<file path="src/rtl/bp_nonsynth_stall_counter_bank.sv">
// Stall-reason profiling counter bank: live saturating counters, an atomic shadow
// snapshot and a single-outstanding valid/ready read port onto the shadow bank.
module bp_nonsynth_stall_counter_bank #(
  parameter int num_reasons_p  = 32,
  parameter int reason_width_p = 5,
  parameter int cnt_width_p    = 32,
  parameter int addr_width_p   = 6
) (
  input  logic                      clk_i,
  input  logic                      reset_n_i,
  input  logic                      freeze_i,
  input  logic                      instret_i,
  input  logic                      stall_v_i,
  input  logic [reason_width_p-1:0] stall_reason_i,
  input  logic                      clear_i,
  input  logic                      snapshot_i,
  input  logic                      rd_v_i,
  input  logic [addr_width_p-1:0]   rd_addr_i,
  output logic                      rd_ready_o,
  output logic                      rd_v_o,
  output logic [cnt_width_p-1:0]    rd_data_o,
  input  logic                      rd_yumi_i,
  output logic                      ovf_o
);

  localparam int num_entries_lp = num_reasons_p + 3;
  localparam int idx_instret_lp = num_reasons_p;
  localparam int idx_cycle_lp   = num_reasons_p + 1;
  localparam int idx_unattr_lp  = num_reasons_p + 2;

  localparam logic [0:0] st_idle = 1'b0;
  localparam logic [0:0] st_resp = 1'b1;

  logic [cnt_width_p-1:0]    live_r   [num_entries_lp];
  logic [cnt_width_p-1:0]    shadow_r [num_entries_lp];
  logic                      ovf_r;
  logic [0:0]                state_r;
  logic                      rd_ready_r;
  logic                      rd_v_r;
  logic [cnt_width_p-1:0]    rd_data_r;

  logic [num_reasons_p-1:0]  reason_hit_s;
  logic                      reason_ok_s;
  logic [num_entries_lp-1:0] inc_s;
  logic [num_entries_lp-1:0] at_max_s;
  logic                      ovf_set_s;
  logic [cnt_width_p-1:0]    rd_sel_s;

  // Decode the stall reason; encodings beyond the reason range hit nothing.
  always_comb begin
    reason_hit_s = '0;
    for (int i = 0; i < num_reasons_p; i++) begin
      reason_hit_s[i] = (stall_reason_i == reason_width_p'(i));
    end
    reason_ok_s = |reason_hit_s;
  end

  // Per-entry increment requests for this cycle.
  always_comb begin
    inc_s = '0;
    if (freeze_i) begin
      inc_s = '0;
    end else begin
      inc_s[idx_cycle_lp] = 1'b1;
      if (instret_i) begin
        inc_s[idx_instret_lp] = 1'b1;
      end else if (stall_v_i && reason_ok_s) begin
        inc_s[num_reasons_p-1:0] = reason_hit_s;
      end else begin
        inc_s[idx_unattr_lp] = 1'b1;
      end
    end
  end

  // Saturation detection and overflow request.
  always_comb begin
    at_max_s = '0;
    for (int i = 0; i < num_entries_lp; i++) begin
      at_max_s[i] = &live_r[i];
    end
    ovf_set_s = |(inc_s & at_max_s);
  end

  // Shadow read mux; unmapped addresses read as zero.
  always_comb begin
    rd_sel_s = '0;
    for (int i = 0; i < num_entries_lp; i++) begin
      rd_sel_s = rd_sel_s | (shadow_r[i] & {cnt_width_p{rd_addr_i == addr_width_p'(i)}});
    end
  end

  // Live counters, shadow capture and sticky overflow; clear wins over counting.
  always_ff @(posedge clk_i or negedge reset_n_i) begin
    if (!reset_n_i) begin
      for (int i = 0; i < num_entries_lp; i++) begin
        live_r[i]   <= '0;
        shadow_r[i] <= '0;
      end
      ovf_r <= 1'b0;
    end else begin
      if (snapshot_i) begin
        shadow_r <= live_r;
      end
      if (clear_i) begin
        for (int i = 0; i < num_entries_lp; i++) begin
          live_r[i] <= '0;
        end
        ovf_r <= 1'b0;
      end else begin
        for (int i = 0; i < num_entries_lp; i++) begin
          if (inc_s[i] && !at_max_s[i]) begin
            live_r[i] <= live_r[i] + cnt_width_p'(1);
          end
        end
        ovf_r <= ovf_r | ovf_set_s;
      end
    end
  end

  // Read port: accept in IDLE, hold the response in RESP until consumed.
  always_ff @(posedge clk_i or negedge reset_n_i) begin
    if (!reset_n_i) begin
      state_r    <= st_idle;
      rd_ready_r <= 1'b1;
      rd_v_r     <= 1'b0;
      rd_data_r  <= '0;
    end else begin
      case (state_r)
        st_idle: begin
          if (rd_v_i) begin
            rd_data_r  <= rd_sel_s;
            state_r    <= st_resp;
            rd_ready_r <= 1'b0;
            rd_v_r     <= 1'b1;
          end
        end
        st_resp: begin
          if (rd_yumi_i) begin
            state_r    <= st_idle;
            rd_ready_r <= 1'b1;
            rd_v_r     <= 1'b0;
          end
        end
        default: begin
          state_r    <= st_idle;
          rd_ready_r <= 1'b1;
          rd_v_r     <= 1'b0;
        end
      endcase
    end
  end

  assign rd_ready_o = rd_ready_r;
  assign rd_v_o     = rd_v_r;
  assign rd_data_o  = rd_data_r;
  assign ovf_o      = ovf_r;

  bp_nonsynth_stall_counter_bank_chk chk (
    .clk_i      (clk_i),
    .reset_n_i  (reset_n_i),
    .clear_i    (clear_i),
    .snapshot_i (snapshot_i),
    .rd_yumi_i  (rd_yumi_i),
    .rd_v       (rd_v_r)
  );

endmodule

// Protocol checks on the counter bank's control inputs; simulation only.
module bp_nonsynth_stall_counter_bank_chk (
  input logic clk_i,
  input logic reset_n_i,
  input logic clear_i,
  input logic snapshot_i,
  input logic rd_yumi_i,
  input logic rd_v
);

  clear_is_pulse: assert property (@(posedge clk_i) disable iff (!reset_n_i)
    clear_i |=> !clear_i);

  snapshot_is_pulse: assert property (@(posedge clk_i) disable iff (!reset_n_i)
    snapshot_i |=> !snapshot_i);

  yumi_needs_valid: assert property (@(posedge clk_i) disable iff (!reset_n_i)
    rd_yumi_i |-> rd_v);

endmodule

</file>
<file path="config.mk">
export PLATFORM = sky130hd
export DESIGN_NAME = bp_nonsynth_stall_counter_bank
export DESIGN_NICKNAME = d
export VERILOG_FILES = /design/src/rtl/bp_nonsynth_stall_counter_bank.sv
export SDC_FILE = /design/constraint.sdc
export NUM_CORES = 2
export LEC_CHECK = 0
export CORE_ASPECT_RATIO = 1.2
export CORE_MARGIN = 4
export CORE_UTILIZATION = 55
export DETAILED_ROUTE_END_ITERATION = 8
export PLACE_DENSITY = 0.68
export SKIP_LAST_GASP = 1
export SLEW_MARGIN = 10
export SYNTH_ARGS = -nofsm -noshare
export SYNTH_HDL_FRONTEND = slang
export SYNTH_SLANG_ARGS = --single-unit
</file>
<file path="constraint.sdc">
create_clock -name clk_i -period 8.35 [get_ports clk_i]
set_clock_uncertainty 0.15 [all_clocks]
set_input_delay 1.67 -clock clk_i [delete_from_list [all_inputs] [get_ports clk_i]]
set_output_delay 1.67 -clock clk_i [all_outputs]
set_load 0.005 [all_outputs]
</file>
* Yosys cells after proc, flatten, opt, wreduce, memory -nomap -nowiden
Index checks and enable logic that the tools add are counted.
** Storage, ports and cells
- Bits in registers :: 2276
- Output and inout port bits :: 35
- Bits of input ports :: 20
** Operators by class
- Reductions and logical operators :: 147
- Equal/unequal tests :: 67
- $add $sub $neg :: 35
- Bitwise gates (word level) :: 72
- Mux-type cells :: 52
** Operators by type and width (number)
- 32-bit 2-to-1 mux :: 37
- 32-bit by 1-bit adder with 32-bit output, second input constant :: 35
- 32-bit bitwise AND :: 35
- 1120-bit 2-to-1 mux :: 1
- 32-bit AND reduction :: 35
- 32-bit OR :: 34
- 6-bit by 5-bit equality test with 1-bit output, second input constant :: 16
- 5-bit equality test, second input constant :: 16
- 2-bit nonzero test :: 35
- 6-bit by 4-bit equality test with 1-bit output, second input constant :: 8
- 5-bit by 4-bit equality test with 1-bit output, second input constant :: 8
- 1-bit logical AND :: 36
- 35-bit bitwise AND :: 1
- 1-bit zero test :: 35
- 35-bit 2-to-1 mux :: 1
- 35-bit OR reduction :: 1
- 32-bit OR reduction :: 1
- 6-bit by 3-bit equality test with 1-bit output, second input constant :: 4
- 5-bit by 3-bit equality test with 1-bit output, second input constant :: 4
- 6-bit equality test, second input constant :: 3
- 6-bit by 2-bit equality test with 1-bit output, second input constant :: 2
- 5-bit by 2-bit equality test with 1-bit output, second input constant :: 2
- 1-bit 2-to-1 mux :: 10
- 6-bit by 1-bit equality test with 1-bit output, second input constant :: 1
- 8 further kinds :: 12

* Logic depth before layout (Yosys ltp)
- Word-level depth :: 36
- Mapped depth :: 10

* Least setup slack after synthesis
Ideal clock, no wire load.
- Path kind :: input to register
- From :: input freeze_i
- To :: register live_r[106] in the netlist's numbering
- Setup slack :: 4.468 ns
- Stages :: 8
- Buffers on the path :: 3
- Data required time :: 8.122 ns
- Arrival :: 3.654 ns
- Setup time :: 0.078 ns
- Cell sequence :: buf_2 nand2b_1 or3_1 buf_2 or4b_1 buf_2 or3_1 a21oi_1
** On the way
- Cells in the longest elaborated chain, start to end :: 3
** RTL lines
- from (decl) :: RTL line 11 : input logic freeze_i,
- 35-bit 2-to-1 mux :: RTL line 61 : if (freeze_i) begin
- 1-bit logical AND :: RTL line 111 : if (inc_s[i] && !at_max_s[i]) begin
- 2-bit nonzero test (no line)
- to (signal, indexed assignment) :: RTL line 112 : live_r[i] <= live_r[i] + cnt_width_p'(1);
- to (decl) :: RTL line 34 : logic [cnt_width_p-1:0] live_r [num_entries_lp];
No other way between the ends.
A chain may end at the register's enable or synchronous reset.

* Final worst setup path
- From :: input stall_reason_i[1]
- To :: register live_r[189] in the netlist's numbering
** On the way
- Cells in the longest elaborated chain, start to end :: 8
- Elaborated cells on any way between the ends :: 39
- Those cells by class :: eq/ne: 31; mux: 3; reduce/logical: 5
** RTL lines
- from (decl) :: RTL line 14 : input logic [reason_width_p-1:0] stall_reason_i,
- 5-bit by 1-bit equality test with 1-bit output (tied with other cells) :: RTL line 53 : reason_hit_s[i] = (stall_reason_i == reason_width_p'(i));
- 32-bit OR reduction :: RTL line 55 : reason_ok_s = |reason_hit_s;
- 1-bit logical AND :: RTL line 67 : end else if (stall_v_i && reason_ok_s) begin
- 32-bit 2-to-1 mux (*) :: RTL line 67
- 32-bit 2-to-1 mux (*) :: RTL line 65 : if (instret_i) begin
- 35-bit 2-to-1 mux (*) :: RTL line 61
- 1-bit logical AND (*) :: RTL line 111
- 2-bit nonzero test (no line) (*)
Every way passes the cells marked *; elsewhere a longest branch is shown, timed or not.

==> impl_results.md <==
- DR vias: roughly 85000
- Avg Synthesized Cell Area: about 11 um^2
- Die area: about 200000 um^2
- Antenna violations before repair: 36
- Routed len/inst: ~38 um
- Max Clock Freq: 0.187 GHz
- # IOs: between 50 and 60
- Vias per inst: approximately 7
- Share of cells above drive strength 1: ~18%
- Critical path launch point type: primary input
- Most used flip-flop cell after synthesis: dfrtp_1
- I/O Buffers: 54
- Pleak: roughly 51 nW
- # DRC: 0
- Final ANT Viol Nets: 0
- Setup WS pre-CTS: approximately 2.3 ns
- Post-CTS Resized: 0
- Final-report setup violation count: 0
- Commonest non-fill, non-tap cell in the layout: dfrtp_1
- # hold bufs at CTS: 0
- Clock transition at the registers of the reported paths: approximately 0.060 ns
- Largest net degree at the start of global routing: approximately 200
- Post-synthesis sequential area ratio: a little over half
- Unrepaired setup endpoints after global routing: no
- CP Capture Type: flip-flop
- WS Path Type: in2reg
- Area leader, netlist: dfrtp_1
- Drt total wl: roughly 460 mm
- WP data required: between 8 and 9 ns
- H-tree depth: 4
- Crit path cell chain: clkdlybuf4s50_1, nand4bb_2, nor3_1, o31a_1, nand4_1, nor3_1, xnor2_1, nor2_1
- Mapped Cells: roughly 9500
- Metal-1 WL: ~170 mm
- GPL Wtd Cong: 1.12
- Setup Buffers After CTS: 0
- Starting density of the core: 55.5%
- CP most frequent cell: nor3_1
- Post-synthesis cell area: between 100000 and 150000 um^2
- CP arrival: 5.95 ns
- Met2 WL: around 180 mm
- Top cell type's share of synthesized area: a little over half
- Rows: between 150 and 200
- Grt total ovfl: 0
- Pins Over Slew Limit: 0
- WL met3: between 40 and 50 mm
- First-pass GRT wire length: roughly 640 mm
- Slew @ Worst Pin: ~1.5 ns
- Max_cap viols: 0
- Detailed placement HPWL: 348 mm
- Synthesis-to-layout area growth: 11.0%
- Final WS setup: roughly 3 ns
- Max-Slew Margin vs Limit: less than 1%
- Final worst path period share: around 64%
- Worst path slowest cell: nor3_1
- Min cycle time layout: between 5 and 6 ns
- Synth cell types: between 80 and 90
- Die Wd: a little over 400 um
- Nets: between 9000 and 10000
- VDD IR max: approximately 240 uV
- Final TNS setup: 0 ns
- CP max FO: 13
- Clk_lat worst skew: between 0.9 and 1 ns
- Gr usage total: about 46%
- TritonCTS buffer count: ~230
- Post-synth ARST share: 100%
- Ys Warns: 0
- Post-Synthesis Net Count: 9565
- Ranking of synthesized cells by area: dfrtp_1 54%, mux2_2 12%, nor2_1 4.2%, xor2_1 3.9%, xnor2_1 3.6%
- Core Footprint: approximately 190000 um^2
- Vias in the first global route: 78600
- Top routing layer in use: met5
- CTS tree: built
- Synth Register Bits: between 2000 and 2500
- Slowest cell delay on critical path: 1.18 ns
- Cell Pwr Density: around 190 nW/um^2
- DRT iter0 DRCs: roughly 12000
- Status: finished, final reports clean
- Die Span Y: around 490 um
- Clock root cell: clkbuf_16
- Most frequent cells in the layout: 2275 x dfrtp_1, 1148 x nor2_1, 1122 x mux2_2
- Post-synth EDFFs: 0
- Final core occ: just over 60%
- # clock sinks: ~2300
- CTS Buffer Depth: 3
- Hold Path Class: reg2reg
- Final hold vios: 0
- First drt pass iteration count: 6
[flip-flops by register name, summed over array words and instances, names as in the netlist]
register and flops:
live_r 1120, shadow_r 1120, rd_data_o 32, ovf_o 1, rd_ready_o 1, rd_v_o 1, state_r 1
[power by group]
part	switching, mW	internal (mW)
registers	0.0979	11.1
clock network	4.62	6.04
logic	0.646	0.234
[metal layers]
layer	track usage, %	vias up
li1	-	34300
met1	58.5	43400
met2	62.2	5326
met3	13.2	1589
met4	46.6	4
met5	0.194	-
[area by class of cell]
cell class / instances / area [um^2]
Clock inverter: 94 / 1210
Tap cell: 2478 / 3100
Sequential cell: 2276 / 57000
Antenna cell: 24 / 60.1
Inverter: 148 / 556
Fill cell: 15400 / 73000
Timing Repair Buffer: 225 / 2130
Clock buffer: 317 / 6460
Multi-Input combinational cell: 6635 / 46800
[metrics by stage]
| step | total power, mW | std cells | hold WS [ns] | area (um^2) |
|---|---|---|---|---|
| after global routing | 23.3 | 12200 | 0.368 | 117000 |
| final | 22.7 | 12200 | 0.351 | 117000 |
| after CTS | 22.7 | 12200 | 0.352 | 117000 |
| after global placement | 12.2 | 11800 | 0.316 | 109000 |
| after detailed placement | 12.2 | 11800 | 0.339 | 109000 |
| after floorplan | 11.6 | 9510 | 0.311 | 106000 |
[cells by family after synthesis]
logic type,count (synthesis),share of synthesized area (%)
buffers and inverters,599,2.16
flip-flops,2276,53.9
multiplexers,1147,12.2
AO/OA/AOI/OAI,1084,7.38
AND/OR/NAND/NOR,3473,16.5
XOR/XNOR,896,7.43
adder cells (fa/ha/maj),35,0.415
[Yosys cell counts (191+ instances only)]
library cell,instances
a21oi_1,232
a221oi_1,194
a22o_1,192
clkbuf_1,403
dfrtp_1,2275
mux2_2,1122
nand2_1,486
nand3_1,399
nand4_1,456
nor2_1,1183
nor3_1,213
or3_1,191
xnor2_1,430
xor2_1,466
[final timing paths]
path | from | to | slack (ns) | cells after the start
max | stall_reason_i[1] | live_r[189] | 2.99 | 8
min | rd_ready_o | rd_ready_o | 0.35 | 2
max in group asynchronous | reset_n_i | shadow_r[454] | 5.46 | 3
min reg2reg | rd_ready_o | rd_ready_o | 0.35 | 2
max reg2reg | live_r[133] | live_r[152] | 4.15 | 7
min in group asynchronous | reset_n_i | live_r[246] | 0.59 | 1
[worst max-delay path, delay by kind of cell]
family          cells  cell delay, ns
compound gates      1            0.61
buf+inv             1            0.78
xor+xnor            1            0.16
simple gates        5            2.69
Note: power is estimated with default switching activity, not from simulation.
